==> src/rtl/game_round_ctrl_if.sv <==
// Strobe and status bundle between the game view FSM / HUD and game_round_ctrl.
// The master drives the FSM strobes and scoring events, and reads round status and quotas.
// The slave (game_round_ctrl) accepts the strobes and drives the status and quotas.
interface game_round_ctrl_if;
`ifdef GAME_ROUND_BONUS_TIME_EN
    logic        bonus_time;
`endif
    logic        timer_enable;
    logic        time_resetn;
    logic        level_up;
    logic        resetn_level;
    logic        score_valid;
    logic [9:0]  score_value;
    logic        game_end;
    logic        next_level;
    logic [6:0]  time_left;
    logic [3:0]  level;
    logic [11:0] score;
    logic [11:0] target_score;
    logic [4:0]  max_gold;
    logic [4:0]  max_stone;
    logic [4:0]  max_diamond;

    modport master (
`ifdef GAME_ROUND_BONUS_TIME_EN
        output bonus_time,
`endif
        output timer_enable, time_resetn, level_up, resetn_level,
        output score_valid, score_value,
        input  game_end, next_level, time_left, level, score, target_score,
        input  max_gold, max_stone, max_diamond
    );

    modport slave (
`ifdef GAME_ROUND_BONUS_TIME_EN
        input  bonus_time,
`endif
        input  timer_enable, time_resetn, level_up, resetn_level,
        input  score_valid, score_value,
        output game_end, next_level, time_left, level, score, target_score,
        output max_gold, max_stone, max_diamond
    );
endinterface

==> src/rtl/game_round_ctrl.sv <==
// Round countdown, cumulative score, level and target bookkeeping with per-level object quotas.
// Registered outputs update one edge after their cause; the quotas follow level combinationally.
// No backpressure: every strobe is taken on the cycle it is presented. Optional GAME_ROUND_BONUS_TIME_EN adds bonus_time.
module game_round_ctrl #(
    parameter int TICK_DIV      = 50000000,
    parameter int ROUND_SECONDS = 60,
    parameter int BASE_TARGET   = 650,
    parameter int TARGET_STEP   = 300,
    parameter int MAX_LEVEL     = 9
`ifdef GAME_ROUND_BONUS_TIME_EN
    ,
    parameter int BONUS_SECONDS = 10
`endif
) (
    input  logic             clk,
    input  logic             resetn,
    game_round_ctrl_if.slave bus
);

    localparam int            CW        = (TICK_DIV > 1) ? $clog2(TICK_DIV) : 1;
    localparam logic [CW-1:0] TICK_LAST = CW'(TICK_DIV - 1);

    typedef enum logic [1:0] {IDLE, RUN, DONE} state_t;

    state_t        state;
    logic [CW-1:0] tick_cnt;
    logic [6:0]    time_left;
    logic [3:0]    level;
    logic [11:0]   score;
    logic [11:0]   target_score;
    logic          game_end;
    logic          next_level;

    logic [12:0]   score_sum;
    logic [11:0]   score_next;
    logic [12:0]   target_sum;
    logic [11:0]   target_sat;
    logic          tick_hit;
    logic [6:0]    time_dec;
    logic [6:0]    time_run_next;
    logic          end_hit;
`ifdef GAME_ROUND_BONUS_TIME_EN
    logic [8:0]    bonus_sum;
`endif

    // Next-state helpers: saturating score/target sums and the countdown step in RUN.
    always_comb begin
        score_sum  = {1'b0, score} + {3'b000, bus.score_value};
        score_next = score;
        if (!bus.resetn_level)
            score_next = '0;
        else if (bus.score_valid && state != DONE)
            score_next = score_sum[12] ? 12'hFFF : score_sum[11:0];

        target_sum = {1'b0, target_score} + 13'(TARGET_STEP);
        target_sat = target_sum[12] ? 12'hFFF : target_sum[11:0];

        tick_hit      = (state == RUN) && bus.timer_enable && (tick_cnt == TICK_LAST);
        time_dec      = time_left - 7'd1;
        time_run_next = time_left;
        end_hit       = 1'b0;
`ifdef GAME_ROUND_BONUS_TIME_EN
        bonus_sum = {2'b00, time_left} + 9'(BONUS_SECONDS) - {8'd0, tick_hit};
        if (state == RUN && bus.bonus_time) begin
            // A bonus in the final-tick cycle rescues the round: no end this cycle.
            time_run_next = (bonus_sum > 9'd99) ? 7'd99 : bonus_sum[6:0];
        end else
`endif
        if (tick_hit) begin
            time_run_next = time_dec;
            end_hit       = (time_dec == 7'd0);
        end
    end

    // Round FSM plus score/level registers; time_resetn outranks any tick in the same cycle.
    always_ff @(posedge clk) begin
        if (!resetn) begin
            state        <= IDLE;
            tick_cnt     <= '0;
            time_left    <= 7'(ROUND_SECONDS);
            level        <= 4'd1;
            score        <= '0;
            target_score <= 12'(BASE_TARGET);
            game_end     <= 1'b0;
            next_level   <= 1'b0;
        end else begin
            score <= score_next;

            if (!bus.resetn_level) begin
                level        <= 4'd1;
                target_score <= 12'(BASE_TARGET);
            end else if (bus.level_up) begin
                if (level < 4'(MAX_LEVEL))
                    level <= level + 4'd1;
                target_score <= target_sat;
            end

            if (!bus.time_resetn) begin
                state      <= IDLE;
                tick_cnt   <= '0;
                time_left  <= 7'(ROUND_SECONDS);
                game_end   <= 1'b0;
                next_level <= 1'b0;
            end else begin
                case (state)
                    IDLE: begin
                        if (bus.timer_enable)
                            state <= RUN;
                    end
                    RUN: begin
                        if (bus.timer_enable)
                            tick_cnt <= tick_hit ? '0 : tick_cnt + CW'(1);
                        time_left <= time_run_next;
                        if (end_hit) begin
                            state      <= DONE;
                            game_end   <= 1'b1;
                            next_level <= (score_next >= target_score);
                        end
                    end
                    default: begin
                        // DONE: hold until the round is restarted.
                    end
                endcase
            end
        end
    end

    assign bus.game_end     = game_end;
    assign bus.next_level   = next_level;
    assign bus.time_left    = time_left;
    assign bus.level        = level;
    assign bus.score        = score;
    assign bus.target_score = target_score;
    assign bus.max_gold     = {1'b0, level} + 5'd3;
    assign bus.max_stone    = {1'b0, level} + 5'd2;
    assign bus.max_diamond  = {2'b00, level[3:1]};

endmodule

==> src/flat_wrapper.sv <==
// flat-port wrapper written by rule: the top's interface ports become plain ports
module game_round_ctrl_flat 
#(
    parameter int TICK_DIV      = 50000000,
    parameter int ROUND_SECONDS = 60,
    parameter int BASE_TARGET   = 650,
    parameter int TARGET_STEP   = 300,
    parameter int MAX_LEVEL     = 9

)
  (clk, resetn, bus_timer_enable, bus_time_resetn, bus_level_up, bus_resetn_level, bus_score_valid, bus_score_value, bus_game_end, bus_next_level, bus_time_left, bus_level, bus_score, bus_target_score, bus_max_gold, bus_max_stone, bus_max_diamond);
  game_round_ctrl_if bus_i ();
  input  logic clk;
  input  logic resetn;
  input wire logic [$bits(bus_i.timer_enable)-1:0] bus_timer_enable;
  input wire logic [$bits(bus_i.time_resetn)-1:0] bus_time_resetn;
  input wire logic [$bits(bus_i.level_up)-1:0] bus_level_up;
  input wire logic [$bits(bus_i.resetn_level)-1:0] bus_resetn_level;
  input wire logic [$bits(bus_i.score_valid)-1:0] bus_score_valid;
  input wire logic [$bits(bus_i.score_value)-1:0] bus_score_value;
  output wire logic [$bits(bus_i.game_end)-1:0] bus_game_end;
  output wire logic [$bits(bus_i.next_level)-1:0] bus_next_level;
  output wire logic [$bits(bus_i.time_left)-1:0] bus_time_left;
  output wire logic [$bits(bus_i.level)-1:0] bus_level;
  output wire logic [$bits(bus_i.score)-1:0] bus_score;
  output wire logic [$bits(bus_i.target_score)-1:0] bus_target_score;
  output wire logic [$bits(bus_i.max_gold)-1:0] bus_max_gold;
  output wire logic [$bits(bus_i.max_stone)-1:0] bus_max_stone;
  output wire logic [$bits(bus_i.max_diamond)-1:0] bus_max_diamond;
  assign bus_i.timer_enable = bus_timer_enable;
  assign bus_i.time_resetn = bus_time_resetn;
  assign bus_i.level_up = bus_level_up;
  assign bus_i.resetn_level = bus_resetn_level;
  assign bus_i.score_valid = bus_score_valid;
  assign bus_i.score_value = bus_score_value;
  assign bus_game_end = bus_i.game_end;
  assign bus_next_level = bus_i.next_level;
  assign bus_time_left = bus_i.time_left;
  assign bus_level = bus_i.level;
  assign bus_score = bus_i.score;
  assign bus_target_score = bus_i.target_score;
  assign bus_max_gold = bus_i.max_gold;
  assign bus_max_stone = bus_i.max_stone;
  assign bus_max_diamond = bus_i.max_diamond;
  game_round_ctrl #(.TICK_DIV(TICK_DIV), .ROUND_SECONDS(ROUND_SECONDS), .BASE_TARGET(BASE_TARGET), .TARGET_STEP(TARGET_STEP), .MAX_LEVEL(MAX_LEVEL)) u_core (.clk(clk), .resetn(resetn), .bus(bus_i));
endmodule
==> config.mk <==
export PLATFORM = sky130hd
export DESIGN_NAME = game_round_ctrl_flat
export DESIGN_NICKNAME = d
export VERILOG_FILES = /design/src/rtl/game_round_ctrl_if.sv /design/src/rtl/game_round_ctrl.sv /design/src/flat_wrapper.sv
export SDC_FILE = /design/constraint.sdc
export NUM_CORES = 1
export LEC_CHECK = 0
export BUFFER_PORTS_ARGS = -buffer_cell sky130_fd_sc_hd__buf_2
export CORE_MARGIN = 2
export CORE_UTILIZATION = 55
export CTS_CLUSTER_DIAMETER = 120
export DETAILED_ROUTE_END_ITERATION = 8
export PLACE_DENSITY = 0.86
export SLEW_MARGIN = 20
export SYNTH_ARGS = -nofsm -noshare
export SYNTH_HDL_FRONTEND = slang
export SYNTH_SLANG_ARGS = --single-unit
export TNS_END_PERCENT = 50
==> constraint.sdc <==
create_clock -name clk -period 4.1 [get_ports clk]
set_clock_uncertainty 0.2 [all_clocks]
set_input_delay 0.41 -clock clk [delete_from_list [all_inputs] [get_ports clk]]
set_output_delay 0.41 -clock clk [all_outputs]
set_load 0.02 [all_outputs]
==> impl_metrics.ini, run 1 <==
[synth]
ys_async_sr_fraction = 0
yosysMostFrequentCell = nor2_1
synth-main-ff-cell = dfxtp_1
ys_seq_area_frac = 0.336
synth_top_cells_by_count = nor2_1 (70), dfxtp_1 (65), nand2_1 (42), ha_1 (30), inv_1 (27)
avgSynthCellArea_um2 = 8.21
synthDistinctLibCells = 57
synth_top_area_share = 0.336
syn_inst = 471
synth_seq_cells = 65
yosys.area.top_type = dfxtp_1
ys_warn_count = 0
synth_area_um2 = 3870
synth_edf_count = 0
synthTopCellsByArea = dfxtp_1 (34%), ha_1 (9.7%), nor2_1 (6.8%), xnor2_1 (5.2%), xor2_1 (4.5%)

[route]
highest_layer = met4
route.antenna.remaining_nets = 0
wl_per_cell_um = 13.5
via_count = 3523
dr.pass1.iters = 4
dr_wl_met2_mm = 4.02
met3WireLength_um = 414
drt-met1-wl_mm = 4.04
wl_mm = 8.57
drc = 0
first_iter_violations = 203
viasPerCell = 5.53

[min_path]
holdPathEnd = u_core.bus.level[0]
min_path_type = in2reg
min_delay_path_depth = 2
min_from = resetn

[power]
powerDensity_nw_per_um2 = 323
p_clk_frac = 0.416
p_switching_mw = 0.378
p_int_mw = 1.07
peakVddDrop_v = 0.000249
p_leak_nw = 1.95
seqPwrFrac = 0.451
pwr-share-comb = 0.133
switching_share = 0.261

[sta]
fin_crit_ns = 3.83
hold_violations = 0
fin_crit_sh = 0.934
max_freq_mhz = 261
slew_violations = 0
tightest_slew_ns = 0.870
finalHoldWorstSlack_ns = 0.111
finalSetupViolations = 0
worst_slack_ns = 0.271
slew_headroom = 0.419

[worst_setup_path]
crit_family = compound AO/OA/AOI/OAI gates
crit_buf_inv = 0
max_stage_delay_ns = 0.45
critical_path.startpoint_type = flip-flop
cp_cell_sequence = ha_1 -> fa_1 -> a211oi_2 -> o21bai_1 -> a211oi_1 -> o221ai_2 -> o22ai_1 -> or2_2 -> ha_1 -> nand2b_1 -> a21o_1 -> a211oi_1 -> or4_1 -> nand4_1 -> o211a_1
slowest_stage = fa_1
r2r_end = u_core.bus.next_level
crit_path_max_fanout = 9
r2r_cells = 15
reg2reg_slack_ns = 0.27
cp.required_ns = 4.14
r2r-start = u_core.bus.score[0]
arrival_ns = 3.87
endpoint_kind = flip-flop
critical_path_class = reg2reg

[clock_network]
cts_tree = done
cts.clk_slew.worst_paths_ns = 0.07
cts_sinks = 65
cts_root_buf = clkbuf_8
h-tree-depth = 3
numCtsBuffers = 9
clockBufferDepth = 2
clock_latency_ns = 0.34
hold_buffers = 0

[die]
dieWidth_um = 87.9
core_um2 = 6790
dieArea_um2 = 7720
io_pins = 69
dieHeight_um = 87.9
rows = 30
start_util = 0.569

[cells_and_area]
antenna-diode-count = 0
final_util = 0.660
area_growth_pct = 16.0
fill_cells = 555
drive_gt1_frac = 0.183
finalNetCount = 585
seqCellArea_um2 = 1300
multiInputGateArea_um2 = 2370

[place]
gp_congestion = 0.897
pre_cts_ws_ns = 0.0573
port_buffers = 66
dp_hpwl_mm = 6.29

[global_routing]
antenna_found_initial = 0
grt_pass1_vias = 3180
grt_pass1_wl_mm = 14.1
grt_max_degree = 25
grt_overflow_total = 0
track_usage = 0.227

[run]
drv_cap = 0

[run_status]
status = finished, final reports clean
==> worst max-delay path by stage <==
stage	endpoint	depth (start not counted)	startpoint
2_1_floorplan	u_core.bus.next_level	13	u_core.bus.score[0]
3_3_place_gp	u_core.bus.next_level	16	bus_score_value[0]
3_5_place_dp	u_core.bus.next_level	16	bus_score_value[0]
4_1_cts	u_core.bus.next_level	15	u_core.bus.score[0]
5_1_grt	u_core.bus.next_level	15	u_core.bus.score[0]
6_report	u_core.bus.next_level	15	u_core.bus.score[0]
==> layout make-up <==
class | instances | share of cell area
well taps | 96 | 0.0268
flip-flops and latches | 65 | 0.290
clock buffers | 10 | 0.0307
inverters | 28 | 0.0234
multi-input cells | 362 | 0.529
clock inverters | 5 | 0.0178
repair buffers | 71 | 0.0820
==> power by group through the flow <==
stage               clock network, mW  registers (mW)  logic, mW
finish                          0.603           0.654      0.192
global route                    0.642           0.655      0.212
CTS                             0.612           0.654      0.187
detailed placement                  0           0.668      0.186
global placement                    0           0.668      0.180
floorplan                           0           0.677      0.127
==> repair_timing <==
action | in CTS | in global routing
setup endpoints to repair | 0 | 1
setup buffers | 0 | 3
gates resized for setup | 0 | 1
==> registers in the layout (all words and copies together) (netlist names) <==
name / cells
u_core.bus.game_end: 1
u_core.bus.level: 4
u_core.bus.next_level: 1
u_core.bus.score: 12
u_core.bus.target_score: 12
u_core.bus.time_left: 7
u_core.state: 2
u_core.tick_cnt: 26
==> worst reg2reg max path, stage by stage, from the launching register on <==
cell	delay (ns)
dfxtp_1	0.33
ha_1	0.24
fa_1	0.46
a211oi_2	0.30
o21bai_1	0.13
a211oi_1	0.31
o221ai_2	0.25
o22ai_1	0.22
or2_2	0.14
ha_1	0.21
nand2b_1	0.15
a21o_1	0.17
a211oi_1	0.23
or4_1	0.14
nand4_1	0.10
o211a_1	0.16
==> cells by family (layout without fill, tap and decap cells) <==
family | after synthesis | after routing | share of synthesized area
AO/OA/AOI/OAI | 86 | 86 | 0.147
XOR/XNOR | 43 | 43 | 0.0973
adder cells (fa/ha/maj) | 31 | 31 | 0.102
buffers and inverters | 45 | 114 | 0.0521
flip-flops | 65 | 65 | 0.336
multiplexers | 4 | 4 | 0.0107
other | 1 | 2 | 0.000969
AND/OR/NAND/NOR | 196 | 196 | 0.253
==> layer usage <==
metal,vias to the layer above,GRT usage
met3,11,0.0660
met5,-,0
met1,1653,0.298
li1,1768,-
met2,91,0.373
met4,0,0.0517
==> metrics by stage <==
step	power, mW	setup TNS [ns]	instances	area (um2)
after floorplan	0.804	0	472	3870
after global placement	0.848	0	619	4240
after detailed placement	0.854	0	619	4240
after CTS	1.45	0	634	4460
after global routing	1.51	-0.000706	637	4490
final	1.45	0	637	4490
==> cells in the final DEF (no fill, tap or decap), types with 14 or more instances in the layout <==
cell	instances
o21ai_0	14
dfxtp_1	65
ha_1	30
a21oi_1	24
xor2_1	20
nand3_1	14
xnor2_1	23
nand2_1	42
nor3_1	16
buf_2	66
nor2_1	70
inv_1	27
(Power assumes the default switching activity.)
==> run 2: changes to the inputs <==
- RECOVER_POWER: unset -> 100
==> run 2 against run 1 <==
  * Design area down 2.0%
  * Wire length is 0.19% lower
  * Via count increased by 0.26%
  * Non-clock buffer count stayed put
  * Critical path depth did not move
  * Hold slack better by 0.0044 ns
  * Clock power barely moved
  * The flow now finishes with violations (capacitance limit, slew limit)
  * First-iteration DRC count fell by 20%
  * Global-route usage did not move
  * Largest cell class unchanged
  * Die area stayed put
==> impl_metrics.ini, run 2 (synthesis results as in run 1) <==
[cells_and_area]
reg.largest.list = u_core.tick_cnt (26), u_core.bus.score (12), u_core.bus.target_score (12)
final_common_cell = nor2_1
largest_reg_flops = 26
fill_cells = 587
antenna-diode-count = 0
finalNetCount = 585
mostFrequentLayoutCells = nor2_1 (70), dfxtp_1 (65), clkbuf_1 (50), nand2_1 (42), ha_1 (30)
drive_gt1_frac = 0.0850
area_growth_pct = 13.7
regMostFlops = u_core.tick_cnt

[sta]
hold_violations = 0
fin_crit_ns = 3.82
worst_slack_ns = 0.276
tightest_slew_ns = 1.65
slew_violations = 13
fin_crit_sh = 0.933
max_freq_mhz = 261
finalSetupViolations = 0
slew_headroom = -0.109

[power]
switching_share = 0.261
p_int_mw = 1.07
seqPwrFrac = 0.453
p_leak_nw = 1.75
p_switching_mw = 0.378
powerDensity_nw_per_um2 = 328
peakVddDrop_v = 0.000248
p_clk_frac = 0.417
finalPower_mw = 1.44
pwr-share-comb = 0.130

[die]
rows = 30
dieArea_um2 = 7720
io_pins = 69
start_util = 0.569
dieHeight_um = 87.9
core_um2 = 6790
dieWidth_um = 87.9

[route]
dr.pass1.iters = 4
first_iter_violations = 162
route.antenna.remaining_nets = 0
wl_mm = 8.56
drc = 0
viasPerCell = 5.54
wl_per_cell_um = 13.4
via_count = 3532

[run]
drv_cap = 1

[worst_setup_path]
arrival_ns = 3.86
crit_path_max_fanout = 9
endpoint_kind = flip-flop
cp.required_ns = 4.14
critical_path_class = reg2reg
critical_path.startpoint_type = flip-flop

[place]
gp_congestion = 0.897
pre_cts_ws_ns = 0.0573
dp_hpwl_mm = 6.29
port_buffers = 66

[global_routing]
grt_pass1_vias = 3180
grt_overflow_total = 0
antenna_found_initial = 0
grt_pass1_wl_mm = 14.1
track_usage = 0.227
grt_max_degree = 25

[run_status]
status = finished with violations
violations = capacitance limit, slew limit

[clock_network]
hold_buffers = 0
clockBufferDepth = 2
cts.clk_slew.worst_paths_ns = 0.07
cts_tree = done
cts_root_buf = clkbuf_8
numCtsBuffers = 9
h-tree-depth = 3
cts_sinks = 65
clock_latency_ns = 0.34

[min_path]
min_path_type = in2reg
-- run 2: power groups by stage --
| stage | Clock (mW) | Combinational [mW] | Sequential, mW |
|---|---|---|---|
| finish | 0.602 | 0.188 | 0.654 |
| CTS | 0.612 | 0.187 | 0.654 |
| global route | 0.642 | 0.209 | 0.655 |
| floorplan | 0 | 0.127 | 0.677 |
| global placement | 0 | 0.180 | 0.668 |
| detailed placement | 0 | 0.186 | 0.668 |
-- run 2: critical path, stage by stage (launching register included) --
cell      delay, ns
dfxtp_1        0.33
ha_1           0.24
fa_1           0.45
a211oi_2       0.30
o21bai_1       0.13
a211oi_1       0.31
o221ai_2       0.25
o22ai_1        0.22
or2_2          0.14
ha_1           0.21
nand2b_1       0.15
a21o_1         0.17
a211oi_1       0.23
or4_1          0.14
nand4_1        0.09
o211a_1        0.15
-- run 2: timing repair --
item,4_1_cts,5_1_grt
setup endpoints to repair,0,1
resized for setup,0,1
endpoints found under the hold margin,0,0
buffers inserted,0,3
-- run 2: final cells by class --
type / count / area, um2 / area share
repair buffers: 71 / 305 / 0.0694
clock inverters: 5 / 80.1 / 0.0182
flip-flops and latches: 65 / 1300 / 0.296
well taps: 96 / 120 / 0.0273
inverters: 28 / 105 / 0.0239
multi-input cells: 362 / 2350 / 0.534
clock buffers: 10 / 138 / 0.0313
-- run 2: metrics by stage --
| stage | utilization | instances | instance area [um2] | TNS (ns) | hold slack [ns] |
|---|---|---|---|---|---|
| final | 0.648 | 637 | 4400 | 0 | 0.115 |
| after global routing | 0.648 | 637 | 4400 | -0.00183 | 0.0927 |
| after CTS | 0.656 | 634 | 4460 | 0 | 0.100 |
| after detailed placement | 0.624 | 619 | 4240 | 0 | 0.242 |
| after global placement | 0.624 | 619 | 4240 | 0 | 0.239 |
| after floorplan | - | 472 | 3870 | 0 | 0.249 |
-- run 2: per-layer routing --
| layer | track usage | part of all wire | wire length [um] |
|---|---|---|---|
| met1 | 0.298 | 0.46 | 3920 |
| met3 | 0.0660 | 0.064 | 551 |
| met5 | 0 | 0 | 0 |
| met4 | 0.0517 | 0.0063 | 54 |
| met2 | 0.373 | 0.47 | 4030 |
-- run 2: path summary, 6_finish.rpt --
path | from | endpoint | cells past startpoint | slack, ns
worst min-delay path | resetn | u_core.bus.level[0] | 2 | 0.12
worst min register to register | u_core.bus.target_score[1] | u_core.bus.target_score[1] | 2 | 0.27
worst max-delay path | u_core.bus.score[0] | u_core.bus.next_level | 15 | 0.28
worst max register to register | u_core.bus.score[0] | u_core.bus.next_level | 15 | 0.28
==> run 3: changes to the inputs <==
- BUFFER_PORTS_ARGS: -buffer_cell sky130_fd_sc_hd__buf_2 -> unset
- DONT_BUFFER_PORTS: unset -> 1
- PLACE_DENSITY: 0.86 -> 0.81
- SLEW_MARGIN: 20 -> 15
==> run 3 against run 2 <==
  * The flow still finishes with violations (capacitance limit, slew limit)
  * Utilization fell by 4.2 points
  * Sequential share of layout area rose by 2.0 points
  * Total power fell by 8.1%
  * First-iteration DRC count fell by 34%
  * Wire length fell by 0.15%
  * Design area fell by 6.5%
  * Fmax fell by 2.3%
  * Clock power fell by 17%
  * Critical endpoint unchanged
  * Largest cell class unchanged
==> impl_metrics.ini, run 3 (synthesis results as in run 1) <==
[route]
wl_mm = 8.54
route.antenna.remaining_nets = 0
wl_per_cell_um = 15.0
via_count = 3294
dr.pass1.iters = 4
viasPerCell = 5.77
first_iter_violations = 107
drc = 0

[cells_and_area]
fill_cells = 598
largest_reg_flops = 26
mostFrequentLayoutCells = nor2_1 (70), dfxtp_1 (65), nand2_1 (42), ha_1 (30), inv_1 (27)
regMostFlops = u_core.tick_cnt
antenna-diode-count = 0
finalNetCount = 519
final_common_cell = nor2_1
reg.largest.list = u_core.tick_cnt (26), u_core.bus.score (12), u_core.bus.target_score (12)
drive_gt1_frac = 0.0568
final_util = 0.606
area_growth_pct = 6.37

[run_status]
violations = capacitance limit, slew limit
status = finished with violations

[sta]
max_freq_mhz = 256
fin_setup_tns_ns = 0
hold_violations = 0
tightest_slew_ns = 1.68
fin_crit_ns = 3.91
finalSetupViolations = 0
slew_violations = 13
fin_crit_sh = 0.955
slew_headroom = -0.127

[global_routing]
grt_pass1_vias = 3335
antenna_found_initial = 0
grt_pass1_wl_mm = 14.3
track_usage = 0.235
grt_max_degree = 25
grt_overflow_total = 0

[die]
core_um2 = 6790
start_util = 0.569
io_pins = 69
dieHeight_um = 87.9
dieArea_um2 = 7720
dieWidth_um = 87.9
rows = 30

[clock_network]
clockBufferDepth = 2
cts_sinks = 65
post-cts-setup-buffer-count = 0
h-tree-depth = 3
cts_root_buf = clkbuf_8
numCtsBuffers = 9
cts.clk_slew.worst_paths_ns = 0.07
clock_latency_ns = 0.34
cts_tree = done

[place]
port_buffers = 0
gp_congestion = 0.859
dp_hpwl_mm = 6.27

[min_path]
min_path_type = in2reg

[worst_setup_path]
slowest_stage = or4_1
cp.required_ns = 4.19
max_stage_delay_ns = 0.52
critical_path.startpoint_type = flip-flop
critical_path_class = reg2reg
endpoint_kind = flip-flop
arrival_ns = 4.00
crit_path_max_fanout = 4
cp_cell_sequence = ha_1 -> fa_1 -> a211oi_2 -> nor2_1 -> o31ai_1 -> a31o_2 -> mux2i_1 -> nor2_1 -> ha_1 -> nand3_1 -> or4_1 -> nand4_1 -> o211a_1

[power]
p_leak_nw = 1.62
peakVddDrop_v = 0.000270
powerDensity_nw_per_um2 = 323

[run]
drv_cap = 1
-- run 3: changes by cell type in the layout (fill, tap and decap cells not counted), sizes merged --
cell / change
buf: -20
bufinv: -2
clkbuf: -45
clkinvlp: -1
dlygate4sd3: +2
-- run 3: repair_timing --
item                                    4_1_cts  5_1_grt
gates resized for setup                       0        4
hold endpoints to repair                      1        0
hold buffers                                  2        0
endpoints found under the setup margin        0        1
-- run 3: per-layer routing --
metal  share of wire  track usage  vias up
li1                -            -     1634
met1            0.42        0.251     1556
met2            0.50        0.425       87
met3           0.061       0.0801       17
met4           0.018       0.0881        0
met5               0            0        -
-- run 3: cell type report --
cell class | count | area [um2] | share of cell area
multi-input combinational | 362 | 2370 | 0.576
sequential | 65 | 1300 | 0.316
clock buffer | 13 | 169 | 0.0410
tap | 96 | 120 | 0.0292
inverter | 28 | 105 | 0.0255
timing repair buffer | 5 | 35.0 | 0.00851
clock inverter | 2 | 12.5 | 0.00304
-- run 3: final timing paths --
kind	start	endpoint	slack [ns]	depth (start not counted)
setup reg to reg	u_core.bus.score[0]	u_core.bus.next_level	0.19	13
hold reg to reg	u_core.tick_cnt[1]	u_core.tick_cnt[1]	0.29	2
hold / removal	bus_level_up	u_core.bus.target_score[3]	0.03	2
setup / recovery	u_core.bus.score[0]	u_core.bus.next_level	0.19	13
-- run 3: power breakdown --
group / internal, mW / switching [mW] / leakage, nW / total [mW]
Combinational: 0.0616 / 0.0976 / 0.997 / 0.159
Clock: 0.265 / 0.237 / 0.0915 / 0.502
Sequential: 0.641 / 0.0257 / 0.526 / 0.667
-- run 3: metrics by stage --
stage	setup slack (ns)	area (um2)	hold slack, ns	cells	total power [mW]
CTS	0.155	4120	0.00671	571	1.34
global route	-0.0431	4120	0.0462	571	1.39
floorplan	0.470	3870	0.249	472	0.804
finish	0.186	4120	0.0269	571	1.33
detailed placement	0.152	3920	0.278	554	0.833
global placement	0.246	3920	0.259	554	0.827
-- run 3: critical path: cells and delay by family (launching register included) --
| kind | cells | cell delay [ns] |
|---|---|---|
| AOI/OAI and AO/OA | 4 | 1.23 |
| adders and majority gates | 3 | 0.99 |
| DFF | 1 | 0.31 |
| muxes | 1 | 0.24 |
| and+or+nand+nor | 5 | 0.89 |
